--- src/rtl/universal_shift_reg.sv ---
// universal_shift_reg: WIDTH-bit storage/shift element with complementary outputs.
// Each enabled rising edge applies one of eight operations selected by mode:
// hold, load, shift left/right with serial input, rotate left/right, clear, invert.
// sout keeps the last bit shifted or rotated out; changed flags a value change.
module universal_shift_reg #(
    parameter int               WIDTH     = 8,
    parameter logic [WIDTH-1:0] RESET_VAL = {WIDTH{1'b0}}
) (
    input  logic             clk,
    input  logic             rst_n,
    input  logic             en,
    input  logic [2:0]       mode,
    input  logic [WIDTH-1:0] d,
    input  logic             sin,
    output logic [WIDTH-1:0] q,
    output logic [WIDTH-1:0] qbar,
    output logic             sout,
    output logic             changed
);

    typedef enum logic [2:0] {
        MODE_HOLD   = 3'b000,
        MODE_LOAD   = 3'b001,
        MODE_SHL    = 3'b010,
        MODE_SHR    = 3'b011,
        MODE_ROTL   = 3'b100,
        MODE_ROTR   = 3'b101,
        MODE_CLEAR  = 3'b110,
        MODE_INVERT = 3'b111
    } mode_e;

    logic [WIDTH-1:0] q_q, q_d;
    logic [WIDTH-1:0] qbar_q, qbar_d;
    logic             sout_q, sout_d;
    logic             changed_q, changed_d;

    // Next-state selection; en=0 falls through to hold with sout untouched.
    always_comb begin
        q_d    = q_q;
        sout_d = sout_q;
        if (en) begin
            case (mode_e'(mode))
                MODE_HOLD:   q_d = q_q;
                MODE_LOAD:   q_d = d;
                MODE_SHL: begin
                    q_d    = {q_q[WIDTH-2:0], sin};
                    sout_d = q_q[WIDTH-1];
                end
                MODE_SHR: begin
                    q_d    = {sin, q_q[WIDTH-1:1]};
                    sout_d = q_q[0];
                end
                MODE_ROTL: begin
                    q_d    = {q_q[WIDTH-2:0], q_q[WIDTH-1]};
                    sout_d = q_q[WIDTH-1];
                end
                MODE_ROTR: begin
                    q_d    = {q_q[0], q_q[WIDTH-1:1]};
                    sout_d = q_q[0];
                end
                // Clear goes to all zeros, deliberately not to RESET_VAL.
                MODE_CLEAR:  q_d = {WIDTH{1'b0}};
                MODE_INVERT: q_d = ~q_q;
                default:     q_d = q_q;
            endcase
        end
        // Value comparison, so a same-value load or rotate of a uniform word reads as no change.
        changed_d = (q_d != q_q);
        // qbar is registered from the same next-state so it never lags q.
        qbar_d    = ~q_d;
    end

    // State registers; reset forces outputs immediately without a clock.
    always_ff @(posedge clk or negedge rst_n) begin
        if (!rst_n) begin
            q_q       <= RESET_VAL;
            qbar_q    <= ~RESET_VAL;
            sout_q    <= 1'b0;
            changed_q <= 1'b0;
        end else begin
            q_q       <= q_d;
            qbar_q    <= qbar_d;
            sout_q    <= sout_d;
            changed_q <= changed_d;
        end
    end

    assign q       = q_q;
    assign qbar    = qbar_q;
    assign sout    = sout_q;
    assign changed = changed_q;

endmodule

--- config.mk ---
export PLATFORM = sky130hd
export DESIGN_NAME = universal_shift_reg
export DESIGN_NICKNAME = d
export VERILOG_FILES = /design/src/rtl/universal_shift_reg.sv
export SDC_FILE = /design/constraint.sdc
export NUM_CORES = 1
export LEC_CHECK = 0
export ABC_AREA = 1
export BUFFER_PORTS_ARGS = -buffer_cell sky130_fd_sc_hd__buf_2
export CAP_MARGIN = 20
export CORE_MARGIN = 2
export CORE_UTILIZATION = 50
export DETAILED_ROUTE_END_ITERATION = 7
export PLACE_DENSITY = 0.78
export SYNTH_ARGS = -nofsm -noshare
export SYNTH_HDL_FRONTEND = slang
export SYNTH_SLANG_ARGS = --single-unit
--- constraint.sdc ---
create_clock -name clk -period 3.2 [get_ports clk]
set_clock_uncertainty 0.1 [all_clocks]
set_input_delay 0.16 -clock clk [delete_from_list [all_inputs] [get_ports clk]]
set_output_delay 0.16 -clock clk [all_outputs]
set_load 0.02 [all_outputs]
==> results.cfg <==
[worst_setup_path]
slowest_delay_ns = 0.43
critPathKind = flop to flop
crit_slowest_cell = dfrtp_1
cp.arrival_ns = 1.65
end_kind = flop
worst-path-max-fanout = 5
crit_chain = inv_1 -> nand4_1 -> nand2_1 -> nor2_1 -> nand2_1 -> nand2_1 -> nand2_1 -> nand2_1 -> nand2_1 -> nor2_1 -> nand2_1
start_kind = flop
timing.critical_path.from = q[7]
critPathRequiredTime_ns = 3.32
r2r-start = q[7]
crit_top_cell = nand2_1

[die]
ioPinCount = 33
fp.dieH_um = 53.1
dieArea_mm2 = 0.00282
core-area_mm2 = 0.00225
num_rows = 17
fp.dieW_um = 53.1
start_util = 0.534

[grt]
first_global_vias = 1122
grt_pass1_wl_um = 4780
antenna_found_initial = 0
grt_max_degree = 20
grt_overflow_total = 0
grt_use_total = 0.240

[cells_and_area]
final_nets = 233
final_cell_mix = 62 x nand2_1, 32 x inv_1, 32 x buf_2, 21 x nand3_1, 16 x nor2_1
layout_commonest_cell = nand2_1
diodes = 0
drive_above_1_share = 0.244
syn2layout_area_growth_pct = 17.6
fin_cells = 245

[clock_network]
clock_latency_ns = 0.32
ctsHoldBuffers = 1
cts-root-buf = clkbuf_4
cts_setup_buffers = 0
numClockSinks = 18
clkTransAtPathRegs_ns = 0.12
cts_tree = done
ctsResizeCount = 0
cts_buffers = 3
clock_path_buffers = 2
h-tree-depth = 1

[route]
drc = 0
viasPerCell = 5.22
ant_nets = 0
via_count = 1280
routed_wl_um = 2970
dr.pass1.iters = 4
initialDrtViolationCount = 65
routedWlPerCell_um = 12.1

[logic_synthesis]
synth_mux_area_frac = 0.00936
syn_nets = 200
synth_compound_area_frac = 0.0530
synth_top_area_frac = 0.208
synthXorXnorAreaFrac = 0
synth-seq-cells = 18
synth_seq_area_share = 0.383
ys_top_cells_by_area = dfrtp_1 21%, nand2_1 19%, dfstp_2 17%
synth-adder-area-share = 0
ys.warnings.count = 0
synthSimpleGateAreaFrac = 0.424
synth_top_family_by_area = simple AND/OR/NAND/NOR gates
synth_cell_types = 17
postSynthCellCount = 185
syn_area_mm2 = 0.00120
avgSynthCellArea_um2 = 6.51
yosys.area.top_type = dfrtp_1

[timing]
setup_tns_ns = 0
rsz0062_at_grt = false
slew_headroom = 0.744
holdWs_ns = 0.146
setup_slack_ns = 1.67
max_freq_mhz = 653
setup_viol = 0
period_share = 0.479
finalMaxSlewViolations = 0
period_minus_slack_ns = 1.53
tightest_slew_ns = 0.384
finalHoldViolCount = 0

[hold_path]
hold_class = input port to flop
holdCritStartpoint = d[1]

[pwr]
ir_drop_mv = 0.341
p_leak_nw = 0.826
power_density_mw_per_mm2 = 510

[placed_design]
place_inst = 240
post-place-ws_ns = 1.39
portBuffers = 32
routabilityCongestion = 0.936
place.detailed.hpwl_um = 2200

[run_status]
status = complete, no violations

[job]
drv_cap = 0
-- cell usage after synthesis, drive strengths merged --
cell and n:
clkbuf 1, a21oi 2, dfstp 8, nand3 21, nand2 66, nor2 17, buf 4, nand4 13
dfrtp 10, inv 34, mux2 1, a21boi 1, o21ai 7
-- metal layers --
| metal | wire length, µm | share of wire | vias up | track usage |
|---|---|---|---|---|
| li1 | - | - | 642 | - |
| met1 | 1250 | 0.42 | 565 | 0.301 |
| met2 | 1410 | 0.47 | 62 | 0.383 |
| met3 | 223 | 0.075 | 11 | 0.0395 |
| met4 | 87 | 0.029 | 0 | 0.145 |
| met5 | 0 | 0 | - | 0 |
-- power breakdown --
group / internal [mW] / total [mW] / switching [mW]
Combinational: 0.0847 / 0.260 / 0.176
Sequential: 0.279 / 0.313 / 0.0337
Clock: 0.0696 / 0.149 / 0.0796
-- worst max-delay path: cells and delay by family (launching register included) --
family | cells | cell delay (ns)
flip-flops | 1 | 0.43
AND/OR/NAND/NOR | 10 | 0.78
buffers and inverters | 1 | 0.11
-- flip-flops by register name, indices dropped and copies added, names as in the netlist --
signal	count
q	8
qbar	8
changed	1
sout	1
-- stage by stage --
stage          total power [mW]   util  cell area, µm²
2_1_floorplan             0.490      -            1200
3_3_place_gp              0.573  0.607            1370
3_5_place_dp              0.575  0.607            1370
4_1_cts                   0.728  0.628            1420
5_1_grt                   0.770  0.628            1420
6_report                  0.722  0.628            1420
-- path summary, 6_finish.rpt --
kind	to	slack [ns]	cells after the start
min in group asynchronous	q[1]	0.18	2
max in group asynchronous	qbar[6]	2.49	2
worst min register to register	sout	0.43	1
worst max-delay path	changed	1.67	11
worst min-delay path	qbar[1]	0.15	6
worst max register to register	changed	1.67	11
-- cells by family after synthesis --
group	count (synthesis)
compound gates	10
buf+inv	39
flops	18
mux	1
simple gates	117
-- area by class of cell --
class                   instances  area (µm²)
flip-flops and latches         18         460
well taps                      28        35.0
repair buffers                 33         170
clock buffers                   4        36.3
multi-input cells             128         586
fillers                       226         840
inverters                      34         128
No activity file was read; power rests on OpenSTA's default activity.
